File: src/rtl/prog_ctr_pkg.sv
// Shared types and constants for the program-counter stage.
// The optional performance counters are enabled by defining PROG_CTR_PERF_EN.
package prog_ctr_pkg;

  // Sequencing states of the core front end.
  typedef enum logic [1:0] {
    IDLE = 2'd0,
    RUN  = 2'd1,
    HALT = 2'd2
  } pc_state_t;

  // Default PC / offset width in bits.
  localparam int PC_W = 12;

  // Sequential advance per instruction.
  localparam int PC_INC = 1;

endpackage : prog_ctr_pkg

File: src/rtl/prog_ctr_fsm_pc_next_calc.sv
// Combinational next-PC selection for the program-counter stage.
// Chooses between hold, sequential increment, PC-relative taken branch and
// reload of START_ADDR, and flags when a taken branch is actually applied.
module pc_next_calc
  import prog_ctr_pkg::*;
#(
  parameter int               WIDTH      = PC_W,
  parameter logic [WIDTH-1:0] START_ADDR = '0
) (
  input  pc_state_t        state,
  input  logic             start,
  input  logic             stall,
  input  logic             branch_en,
  input  logic             taken,
  input  logic             halt,
  input  logic [WIDTH-1:0] prog_ctr,
  input  logic [WIDTH-1:0] target,
  output logic [WIDTH-1:0] next_pc,
  output logic             br_apply
);

  // Next-PC mux: stall beats halt beats taken branch beats increment.
  // Additions are WIDTH bits wide so the carry drops out (modulo wrap).
  always_comb begin
    next_pc  = prog_ctr;
    br_apply = 1'b0;
    case (state)
      IDLE: begin
        next_pc = START_ADDR;
      end
      RUN: begin
        if (!stall && !halt) begin
          if (branch_en && taken) begin
            next_pc  = prog_ctr + target;
            br_apply = 1'b1;
          end else begin
            next_pc = prog_ctr + WIDTH'(PC_INC);
          end
        end
      end
      HALT: begin
        if (start) begin
          next_pc = START_ADDR;
        end
      end
      default: begin
        next_pc = START_ADDR;
      end
    endcase
  end

endmodule : pc_next_calc

File: src/rtl/prog_ctr_fsm.sv
// Program-counter stage: holds the fetch address, steps it per instruction,
// applies PC-relative taken branches and sequences IDLE/RUN/HALT.
// Define PROG_CTR_PERF_EN to add the cycle_cnt / br_taken_cnt counters.
module prog_ctr_fsm
  import prog_ctr_pkg::*;
#(
  parameter int               WIDTH      = PC_W,
  parameter logic [WIDTH-1:0] START_ADDR = '0
) (
  input  logic             clk,
  input  logic             rst_n,
  input  logic             start,
  input  logic             stall,
  input  logic             branch_en,
  input  logic             taken,
  input  logic [WIDTH-1:0] target,
  input  logic             halt,
`ifdef PROG_CTR_PERF_EN
  output logic [31:0]      cycle_cnt,
  output logic [15:0]      br_taken_cnt,
`endif
  output logic [WIDTH-1:0] prog_ctr,
  output logic             running,
  output logic             done
);

  pc_state_t        state_q, state_d;
  logic [WIDTH-1:0] pc_q, pc_d;
  logic             br_apply;
  logic             start_accept;

  // A start is only honoured outside RUN; it also clears the counters.
  assign start_accept = (state_q != RUN) && start;

  pc_next_calc #(
    .WIDTH      (WIDTH),
    .START_ADDR (START_ADDR)
  ) u_pc_next_calc (
    .state     (state_q),
    .start     (start),
    .stall     (stall),
    .branch_en (branch_en),
    .taken     (taken),
    .halt      (halt),
    .prog_ctr  (pc_q),
    .target    (target),
    .next_pc   (pc_d),
    .br_apply  (br_apply)
  );

  // Next-state logic for the run sequencer.
  always_comb begin
    state_d = state_q;
    case (state_q)
      IDLE:    if (start) state_d = RUN;
      RUN:     if (!stall && halt) state_d = HALT;
      HALT:    if (start) state_d = RUN;
      default: state_d = IDLE;
    endcase
  end

  // State and PC registers.
  always_ff @(posedge clk or negedge rst_n) begin
    if (!rst_n) begin
      state_q <= IDLE;
      pc_q    <= START_ADDR;
    end else begin
      state_q <= state_d;
      pc_q    <= pc_d;
    end
  end

  assign prog_ctr = pc_q;
  assign running  = (state_q == RUN);
  assign done     = (state_q == HALT);

`ifdef PROG_CTR_PERF_EN
  logic [31:0] cycle_cnt_q, cycle_cnt_d;
  logic [15:0] br_cnt_q, br_cnt_d;

  // Saturating counters: RUN edges (stalls included) and applied branches.
  always_comb begin
    cycle_cnt_d = cycle_cnt_q;
    br_cnt_d    = br_cnt_q;
    if (start_accept) begin
      cycle_cnt_d = '0;
      br_cnt_d    = '0;
    end else begin
      if (state_q == RUN && cycle_cnt_q != '1) cycle_cnt_d = cycle_cnt_q + 32'd1;
      if (br_apply && br_cnt_q != '1)          br_cnt_d    = br_cnt_q + 16'd1;
    end
  end

  // Counter registers.
  always_ff @(posedge clk or negedge rst_n) begin
    if (!rst_n) begin
      cycle_cnt_q <= '0;
      br_cnt_q    <= '0;
    end else begin
      cycle_cnt_q <= cycle_cnt_d;
      br_cnt_q    <= br_cnt_d;
    end
  end

  assign cycle_cnt    = cycle_cnt_q;
  assign br_taken_cnt = br_cnt_q;
`else
  // Without the counters, accepted starts and applied branches have no
  // further consumer; fold them into a dummy so they stay intentionally used.
  logic unused_perf;
  assign unused_perf = start_accept ^ br_apply;
`endif

endmodule : prog_ctr_fsm

File: config.mk
export PLATFORM = sky130hd
export DESIGN_NAME = prog_ctr_fsm
export DESIGN_NICKNAME = d
export VERILOG_FILES = /design/src/rtl/prog_ctr_pkg.sv /design/src/rtl/prog_ctr_fsm_pc_next_calc.sv /design/src/rtl/prog_ctr_fsm.sv
export SDC_FILE = /design/constraint.sdc
export NUM_CORES = 1
export LEC_CHECK = 0
export ABC_AREA = 1
export BUFFER_PORTS_ARGS = -buffer_cell sky130_fd_sc_hd__buf_2
export CORE_UTILIZATION = 45
export DETAILED_ROUTE_END_ITERATION = 10
export PLACE_DENSITY_LB_ADDON = 0.1
export SETUP_SLACK_MARGIN = 0.15
export SLEW_MARGIN = 0
export SYNTH_ARGS = -nofsm -noshare
export SYNTH_HDL_FRONTEND = slang
export SYNTH_HIERARCHICAL = 1
export SYNTH_SLANG_ARGS = --single-unit
File: constraint.sdc
create_clock -name clk -period 2.6 [get_ports clk]
set_input_delay 0 -clock clk [delete_from_list [all_inputs] [get_ports clk]]
set_output_delay 0 -clock clk [all_outputs]
set_load 0.03 [all_outputs]
==> summary.txt <==
Maximum VDD drop = 495 uV
Core ar. = 0.00285 mm2
Multi-input logic area = 891 um2
Setup crit end kind = flop
Site Rows = 19
Vias in the first global route = 1,276
Initial DRC count = 59
Hold Crit Start = halt
H-tree depth = 1
CTS root buf = clkbuf_4
Largest net degree at the start of global routing = 15
Setup TNS = 0 ns
Post-DP HPWL = 2490 um
Crit-path cells = ha_1 -> fa_1 -> nand2_1 -> nand3_1 -> nand2_2 -> o21ai_2 -> xor2_1 -> nand2_1 -> a21oi_1
Routed wire length = 3190 um
Full die area = 0.00334 mm2
Synthesized area = 0.00140 mm2
Final antenna-violating net count = 0
Max cap viols = 0
Die Span X = 57.8 um
Syn_nets = 259
Status = finished, violations left
CP peak stage delay = 0.43 ns
First-pass GRT wire length = 5540 um
Crit share post-route = 72.0%
Setup Fix Bufs, Post-CTS = 0
Critical-path top delay cell = fa_1
Hold EP = state_q[0]$_DFFE_PN0P_
CTS Hold Bufs = 2
Min Clock Period, post-route = 1.87 ns
Total grt overflow = 0
Worst reg2reg path startpoint = prog_ctr[0]$_DFF_PN0_
Syn avg cell area = 6.21 um2
Failing checks = design-rule violations
Layout cell share with drive strength beyond 1 = 17.6%
Worst-Margin Slew = 0.447 ns
Starting Density = 49.2%
Worst reg2reg path depth = 9
Cts repair resizes = 0
Synth Warn # = 6
CTS sink cnt = 14
Most frequent CP cell = nand2_1
Sequential cell area = 350 um2
Wire per inst = 10.9 um
Placed Cells = 288
Worst Skew = 0.00162 ns
Nets = 297
RSZ-0062 raised after global routing = no
Antenna violations before repair = 0
Layout Cells excl Fill = 293
First-pass DRT Iterations = 7
Port bufs = 32
Total CTS buffers = 3
ANT cells = 0
F_max = 534 MHz
Hold Crit Class = input port to flop
Synth-to-Final Area Change = 17.2%
Gr usage total = 21.5%
Post-synthesis cell count = 226
Worst path required time = 2.80 ns
DRC = 2
Worst setup SP type = flop
CP max FO = 3
Hold Path Stages = 4
IO Pins = 33
CP arrival = 2.07 ns
Filler cells = 296
CTS tree = built
Finished Core Util = 57.6%
Worst setup path class = flop to flop
Vias/cell = 4.87
Vias = 1,426
Clock transition at path regs = 0.09 ns
Placer Congestion = 0.882
Longest Clk Path Bufs = 2
Skew-Pair Late Insertion Delay = 0.28 ns
Final setup viols = 0
Final Hold Vio Count = 0
Slew Viols, Final = 0
Critical R2R Capture = prog_ctr[6]$_DFF_PN0_
Rel. slew slack = 70.2%
Setup slack, reg-to-reg = 0.73 ns
Die Ht = 57.8 um
Leak = 0.988 nW
Total power divided by cell area = 503 mW/mm2
sequential cells by signal, summed over array words and instances, names as in the netlist:
signal,cells
prog_ctr,12
state_q,2
cells in the final DEF (no fill, tap or decap), types with 2 or more instances in the layout:
cell and instances:
clkbuf_4 3, xnor2_1 3, xor2_1 2, buf_2 32, nor2_1 29, nand2_2 2, a21oi_1 20, nand2_1 71
nand4_1 3, dfrtp_1 14, inv_1 40, dlygate4sd3_1 2, ha_1 13, nand3_1 17, or2_2 3
area by class of cell:
cell class	count	share of cell area [%]
timing repair buffer	35	11.4
clock buffer	3	1.37
inverter	41	9.36
multi-input combinational	169	54.2
tap	31	2.36
sequential	14	21.3
through the flow:
step           power, mW  area, um2  setup WS, ns  hold WS, ns
2_1_floorplan      0.583       1400         0.758       -0.296
6_report           0.827       1640         0.727       0.0281
5_1_grt            0.901       1640         0.598       0.0362
4_1_cts            0.837       1640         0.723       0.0177
3_5_place_dp       0.704       1600         0.753      -0.0699
3_3_place_gp       0.703       1600         0.833      -0.0743
worst max-delay path by stage:
stage	start	end	slack (ns)	depth (start not counted)
2_1_floorplan	prog_ctr[0]$_DFF_PN0_	prog_ctr[6]$_DFF_PN0_	0.76	9
3_3_place_gp	branch_en	prog_ctr[8]$_DFF_PN0_	0.83	12
3_5_place_dp	branch_en	prog_ctr[6]$_DFF_PN0_	0.75	12
4_1_cts	prog_ctr[0]$_DFF_PN0_	prog_ctr[6]$_DFF_PN0_	0.72	9
5_1_grt	prog_ctr[0]$_DFF_PN0_	prog_ctr[6]$_DFF_PN0_	0.60	9
6_report	prog_ctr[0]$_DFF_PN0_	prog_ctr[6]$_DFF_PN0_	0.73	9
layer usage:
| layer | share of wire (%) | vias to the layer above | global-route usage, % |
|---|---|---|---|
| met4 | 0.53 | 0 | 8.16 |
| met3 | 2.5 | 2 | 2.01 |
| li1 | - | 774 | - |
| met5 | 0 | - | 0 |
| met1 | 52 | 626 | 32.3 |
| met2 | 45 | 24 | 31.9 |
report_power, final:
part           total, mW  switching [mW]  internal, mW
Sequential         0.283          0.0356         0.247
Combinational      0.416           0.289         0.127
Clock              0.128          0.0741        0.0537
Total              0.827           0.399         0.428
worst max-delay path: cells and delay by family, from the launching register on:
kind,cells,cell delay (ns)
adders and majority gates,2,0.68
AOI/OAI and AO/OA,2,0.20
DFF,1,0.41
and+or+nand+nor,4,0.37
xor gates and xnor gates,1,0.13
No activity file was read; power rests on OpenSTA's default activity.
